--- config.mk ---
export PLATFORM = sky130hd
export DESIGN_NAME = pipe_hazard_ctrl
export DESIGN_NICKNAME = d
export VERILOG_FILES = /design/src/rtl/pipe_hazard_ctrl.sv
export SDC_FILE = /design/constraint.sdc
export NUM_CORES = 1
export LEC_CHECK = 0
export CORE_ASPECT_RATIO = 1.5
export CORE_UTILIZATION = 43
export CTS_BUF_LIST = sky130_fd_sc_hd__clkbuf_2
export CTS_CLUSTER_SIZE = 40
export DETAILED_ROUTE_END_ITERATION = 8
export PLACE_DENSITY = 0.79
export SLEW_MARGIN = 20
export SYNTH_ARGS = -nofsm -noshare
export SYNTH_HDL_FRONTEND = slang
export SYNTH_SLANG_ARGS = --single-unit
--- constraint.sdc ---
create_clock -name clk_i -period 2.2 [get_ports clk_i]
set_input_delay 0.44 -clock clk_i [delete_from_list [all_inputs] [get_ports clk_i]]
set_output_delay 0.44 -clock clk_i [all_outputs]
set_load 0.005 [all_outputs]
--- src/rtl/pipe_hazard_ctrl.sv ---
// Hazard and stall controller for the 5-stage pipeline: load-use stalls, MEM-stage
// branch flushes, multi-cycle data-memory waits, plus saturating stall/flush counters.
//
//   state  | meaning
//   -------+-----------------------------------------------------------
//   S_RUN  | normal flow; a new memory access starts a wait here
//   S_WAIT | memory still busy; rem counts the remaining extra wait cycles
//   S_DONE | access completes; advancing cycle, mem_access_i ignored
module pipe_hazard_ctrl #(
   parameter int MEM_LAT = 2,
   parameter int CNT_W   = 16
) (
   input  logic             clk_i,
   input  logic             rst_i,
   input  logic [4:0]       id_rs_i,
   input  logic [4:0]       id_rt_i,
   input  logic             id_uses_rt_i,
   input  logic             ex_memread_i,
   input  logic [4:0]       ex_rt_i,
   input  logic             mem_branch_taken_i,
   input  logic             mem_access_i,
   output logic             pc_write_o,
   output logic             ifid_write_o,
   output logic             ifid_flush_o,
   output logic             idex_flush_o,
   output logic             exmem_flush_o,
   output logic             mem_wait_o,
   output logic [CNT_W-1:0] stall_cnt_o,
   output logic [CNT_W-1:0] flush_cnt_o
);

   typedef enum logic [1:0] {S_RUN, S_WAIT, S_DONE} state_t;

   localparam logic [3:0] REM_INIT = (MEM_LAT >= 3) ? 4'(MEM_LAT - 3) : 4'd0;

   state_t           state_q, state_d;
   logic [3:0]       rem_q, rem_d;
   logic [CNT_W-1:0] stall_cnt_q, stall_cnt_d;
   logic [CNT_W-1:0] flush_cnt_q, flush_cnt_d;
   logic             mem_wait;
   logic             load_use;
   logic             br_flush;

   always_comb begin
      state_d  = state_q;
      rem_d    = rem_q;
      mem_wait = 1'b0;
      case (state_q)
         S_RUN: begin
            if (mem_access_i && (MEM_LAT > 1)) begin
               mem_wait = 1'b1;
               if (MEM_LAT == 2) begin
                  state_d = S_DONE;
               end else begin
                  state_d = S_WAIT;
                  rem_d   = REM_INIT;
               end
            end
         end
         S_WAIT: begin
            mem_wait = 1'b1;
            if (rem_q == 4'd0) state_d = S_DONE;
            else               rem_d   = rem_q - 4'd1;
         end
         S_DONE:  state_d = S_RUN;
         default: state_d = S_RUN;
      endcase
   end

   assign load_use = ex_memread_i && (ex_rt_i != 5'd0) &&
                     ((ex_rt_i == id_rs_i) || (id_uses_rt_i && (ex_rt_i == id_rt_i)));

   // A memory wait freezes the pipe, so branch and load-use are re-evaluated afterwards.
   always_comb begin
      pc_write_o    = 1'b1;
      ifid_write_o  = 1'b1;
      ifid_flush_o  = 1'b0;
      idex_flush_o  = 1'b0;
      exmem_flush_o = 1'b0;
      mem_wait_o    = 1'b0;
      br_flush      = 1'b0;
      if (rst_i) begin
         pc_write_o    = 1'b0;
         ifid_write_o  = 1'b0;
         ifid_flush_o  = 1'b1;
         idex_flush_o  = 1'b1;
         exmem_flush_o = 1'b1;
      end else if (mem_wait) begin
         pc_write_o   = 1'b0;
         ifid_write_o = 1'b0;
         mem_wait_o   = 1'b1;
      end else if (mem_branch_taken_i) begin
         ifid_flush_o  = 1'b1;
         idex_flush_o  = 1'b1;
         exmem_flush_o = 1'b1;
         br_flush      = 1'b1;
      end else if (load_use) begin
         pc_write_o   = 1'b0;
         ifid_write_o = 1'b0;
         idex_flush_o = 1'b1;
      end
   end

   always_comb begin
      stall_cnt_d = stall_cnt_q;
      flush_cnt_d = flush_cnt_q;
      if (!pc_write_o && !(&stall_cnt_q)) stall_cnt_d = stall_cnt_q + CNT_W'(1);
      if (br_flush && !(&flush_cnt_q))    flush_cnt_d = flush_cnt_q + CNT_W'(1);
   end

   always_ff @(posedge clk_i) begin
      if (rst_i) begin
         state_q     <= S_RUN;
         rem_q       <= 4'd0;
         stall_cnt_q <= '0;
         flush_cnt_q <= '0;
      end else begin
         state_q     <= state_d;
         rem_q       <= rem_d;
         stall_cnt_q <= stall_cnt_d;
         flush_cnt_q <= flush_cnt_d;
      end
   end

   assign stall_cnt_o = stall_cnt_q;
   assign flush_cnt_o = flush_cnt_q;

endmodule
After elaboration in Yosys (flattened, before gate mapping)
Cells that the tools add are included.
Widths: inputs -> output; s select.
- add/subtract/negate cells: 3
- reduce and logical (&&, ||, !) cells: 16
- bitwise gates (word level): 1
- mux-type cells: 19
- equal/unequal tests: 5
- operators by type and width (operator ; number):
    $add 16x1->16 const B ; 2
    $reduce_and 16->1 ; 2
    $mux 1 ; 15
    $eq 5x5->1 ; 2
    $logic_and 1x1->1 ; 5
    $reduce_bool 5->1 ; 1
    $logic_not 4->1 ; 1
    $mux 2 ; 2
    $ne 2x2->1 const B ; 2
    $pmux 2 s2 ; 1
    $reduce_and 2->1 ; 2
    $sub 4x1->4 const B ; 1
    $logic_not 1->1 ; 3
    $eq 2x1->1 const B ; 1
    $logic_not 2->1 ; 1
    $pmux 1 s2 ; 1
    $logic_or 1x1->1 ; 1
    $not 1->1 ; 1
- logic and storage cells: 48
- bits in registers: 38
- output and inout bits: 38
- input bits: 21

Depth between registers and ports, before layout
Gate-level depths: netlist (run 1).
- depth after elaboration: 10
- gate-level depth with buffers: 8
- mapped depth without buffers: 7

Worst setup path before layout (run 1)
Ideal clock, no wire load.
- path type: in2out
- start: input port ex_rt_i[1]
- end: output port pc_write_o
- setup slack: -0.054 ns
- buffers on the path: 2
- cell stages on the path: 7
- arrival: 1.814 ns
- cell sequence: or4_1 > o21ai_2 > nor2_2 > a211o_4 > inv_2 > buf_6 > buf_4
- cells in the longest elaborated chain, start to end: 8
- elaborated cells on any way between the ends: 11
- ends and longest elaborated chain (element ; RTL line ; RTL):
    start: declaration ; 19 ; input logic [4:0] ex_rt_i,
    $eq 5x5->1 ; 71 ; ((ex_rt_i == id_rs_i) || (id_uses_rt_i && (ex_rt_i == id_rt_i)));
    $logic_and 1x1->1 ; 71 ;
    $logic_or 1x1->1 ; 71 ;
    $logic_and 1x1->1 * ; 70 ; assign load_use = ex_memread_i && (ex_rt_i != 5'd0) &&
    $mux 1 * (4 in series) ; n/a ;
    end: declaration ; 22 ; output logic pc_write_o,
Every way passes the cells marked *; elsewhere a longest branch is shown, timed or not.

Final worst setup path (run 1)
- start: input port ex_rt_i[1]
- end: output port pc_write_o
- cells in the longest elaborated chain, start to end: 8
- elaborated cells on any way between the ends: 11
- ends and longest elaborated chain (element ; RTL line ; RTL):
    $eq 5x5->1 ; 71 ;
    $logic_and 1x1->1 ; 71 ;
    $logic_or 1x1->1 ; 71 ;
    $logic_and 1x1->1 * ; 70 ;
    $mux 1 * ; 97 ; end else if (load_use) begin
    $mux 1 * ; 92 ; end else if (mem_branch_taken_i) begin
    $mux 1 * ; 88 ; end else if (mem_wait) begin
    $mux 1 * ; 82 ; if (rst_i) begin
Marked as above.

==> results_dict.tcl, run 1 <==
set metrics [dict create \
    run_status "complete, but fails checks" \
    violations "setup timing" \
    design.core.area_um2 3920 \
    vdd.ir_drop.worst_uv 426 \
    endpoint_kind "output port" \
    dominantRegCellSynth "dfxtp_1" \
    synth_compound_area_share_pct 12.2 \
    synth-simple-area-share_pct 30.8 \
    synth_top_family_by_area "simple AND/OR/NAND/NOR gates" \
    post_route_clock_skew_ns 0.00299 \
    period_share_pct 102 \
    final_area_um2 2610 \
    clock_tree.htree_level_count 2 \
    max_clock_freq_mhz 447 \
    pin_count 59 \
    power_density_nw_per_um2 420 \
    synthArstFlopShare_pct 0 \
    layout.filler_cells 351 \
    num-nets-final 321 \
    clkSlewWorstSetupHoldPaths_ns 0.17 \
    buffer_ports.inserted 58 \
    timing.rr.end "stall_cnt_o[9]" \
    hold_path.class "in2reg" \
    dieWidth_um 54.4 \
    critPathKind "in2out" \
    synth.area.top_cells "dfxtp_1 37%, xnor2_1 6.4%, xor2_1 6.4%" \
    share_of_synthesized_cell_area_in_full_adder_half_adder_and_majority_cells_pct 1.42 \
    grt_max_degree 15 \
    first_global_vias 1677 \
    timing.critical_path.required_ns 1.76 \
    worstRegToRegCells 7 \
    syn-cell-area_um2 1770 \
    place_hpwl_um 3460 \
    timing.critical_path.to "pc_write_o" \
    final-setup-viol-count 2 \
    min_period_ns 2.24 \
    worstReg2RegStart "stall_cnt_o[9]" \
    postSynthRegisterBits 33 \
    worst_setup_path_startpoint "ex_rt_i[1]" \
    placed_area_um2 2570 \
    antenna_left 0 \
    first_pass_grt_wire_length_um 7410 \
    post_drt_via_cell_ratio 5.34 \
    initial_antenna_violation_count 0 \
    cp-start-kind "input pin" \
    remaining_drc_errors 0 \
    finalMaxSlewViolations 0 \
    critical_path_arrival_ns 1.80 \
    post-layout-total-power_mw 1.10 \
    timing.critical_path.fanout_max 3 \
    leading_post_synthesis_cells_by_instance_count "33 x dfxtp_1, 27 x nor2_1, 18 x nand2_1, 15 x nand3_1" \
    globalRouteTotalUtil_pct 23.1 \
    die_height_um 80.5 \
    netlist.top_cell.by_area "dfxtp_1" \
    ys_types 42 \
    synthMostInstantiatedCell "dfxtp_1" \
    regToRegSetupSlack_ns 0.18 \
    firstDrtPassIters 4 \
    max_slew.worst_pin.slew_ns 0.447 \
    synth-xor-area-share_pct 12.9 \
    synth.mux.area_fraction_pct 1.42 \
    synth.net_count 237 \
    wl_per_cell_um 13.6 \
    cts_tree "built" \
    grt_setup_unrepaired "yes" \
    die-area_um2 4380 \
    syn_to_final_growth_pct 47.4 \
    num_vias 1830 \
    layout_cell_share_with_drive_strength_beyond_1_pct 18.1 \
    routed_wirelength_um 4680 \
    timing.slew.headroom_pct 69.9 \
    synth-seq-area-share_pct 37.4 \
    max_cap_violations 0 \
    worstSkewPairLatency_ns 0.37 \
    grt_overflow_total 0 \
    final_setup_slack_of_the_worst_path_ns -0.0394 \
    total_number_of_clock_tree_sinks 33 \
    synth_warnings 0 \
    dr.first_iter.drc_count 39 \
    syn_inst 214 \
    starting_density_pct 45.1 \
    total_leakage_power_nw 0.968 \
    final_hold_viol_count 0 \
    yosys.area.top_type_share_pct 37.4 \
    fp-row-count 28 \
    max-clock-path-buffers 2 \
    cts_made_buffers 5 \
    clock_root_cell "clkbuf_2" \
    synth-edff-count 0 \
    syn_avg_cell_area_um2 8.26 \
    diodes 0 \
    place.gp.congestion 0.732 \
]
kinds of logic (layout without fill, tap and decap cells):
kind of cell,Yosys count,in the layout
compound gates,33,33
xor+xnor,26,26
flops,33,33
buf+inv,14,98
simple gates,104,104
mux,2,2
fa+ha+maj,2,2
critical path, cell delays in order:
cell	delay (ns)
buf_6	0.09
or4_4	0.54
o21ai_4	0.16
nor2_2	0.06
a211o_4	0.35
inv_4	0.07
buf_6	0.09
metrics by stage:
step | utilization [%] | worst slack (ns) | TNS (ns) | instances | hold slack, ns
floorplan | - | -0.0390 | -0.0390 | 214 | 0.481
global placement | 65.4 | -0.765 | -7.58 | 335 | 0.481
detailed placement | 65.4 | -0.773 | -8.18 | 335 | 0.503
CTS | 66.3 | -0.0459 | -0.0917 | 342 | 0.525
global route | 66.4 | -0.0804 | -0.160 | 343 | 0.501
finish | 66.4 | -0.0394 | -0.0787 | 343 | 0.518
cells in the final DEF, fill, tap and decap left out, types with 10 or more instances in the layout:
master | netlist | final
clkdlybuf4s50_1 | 0 | 46
dfxtp_1 | 33 | 33
nor2_1 | 27 | 27
buf_4 | 2 | 27
nand2_1 | 18 | 17
nand3_1 | 15 | 15
xnor2_1 | 13 | 13
a21oi_1 | 13 | 13
xor2_1 | 13 | 13
nand4_1 | 10 | 10
how the worst min path moves through the flow:
stage	startpoint	to	slack, ns	depth (start not counted)
2_1_floorplan	flush_cnt_o[1]	flush_cnt_o[1]	0.48	2
3_3_place_gp	stall_cnt_o[4]	stall_cnt_o[4]	0.48	2
3_5_place_dp	stall_cnt_o[3]	stall_cnt_o[3]	0.50	2
4_1_cts	stall_cnt_o[3]	stall_cnt_o[3]	0.53	2
5_1_grt	rst_i	flush_cnt_o[10]	0.50	3
6_report	rst_i	flush_cnt_o[6]	0.52	3
sequential cells by signal (all words and copies together), names as in the netlist:
| signal | count |
|---|---|
| state_q | 1 |
| stall_cnt_o | 16 |
| flush_cnt_o | 16 |
cell type report:
cell class / instances / area [um^2] / area share (%)
tap: 45 / 56.3 / 2.16
multi-input combinational: 167 / 1050 / 40.3
inverter: 5 / 21.3 / 0.816
sequential: 33 / 661 / 25.3
clock inverter: 2 / 11.3 / 0.432
timing repair buffer: 86 / 781 / 30.0
clock buffer: 5 / 25.0 / 0.960
metal layers:
layer  share of wire [%]  global-route usage [%]  vias up
met3                 4.3                    6.44        7
met2                  53                    40.9       49
li1                    -                       -      920
met5                   0                       0        -
met4                 1.5                    9.23        0
met1                  41                    24.5      854
what timing repair did:
| action | 4_1_cts | 5_1_grt |
|---|---|---|
| setup endpoints to repair | 9 | 5 |
| hold buffers | 0 | 0 |
| resized for setup | 33 | 2 |
| buffers inserted | 0 | 1 |
| pin swaps | 4 | 1 |
where the power goes:
part / switching (mW) / leakage [nW] / internal [mW]
logic: 0.0857 / 0.679 / 0.116
registers: 0.00736 / 0.267 / 0.608
clock network: 0.211 / 0.0225 / 0.0684
Power figures use the tool's default switching activity.
==> inputs of run 2 (changes only) <==
CTS_CLUSTER_DIAMETER = 80   (was not set)
==> results of run 2 <==
No change in the layout: final DEF, timing and power equal those of run 1.
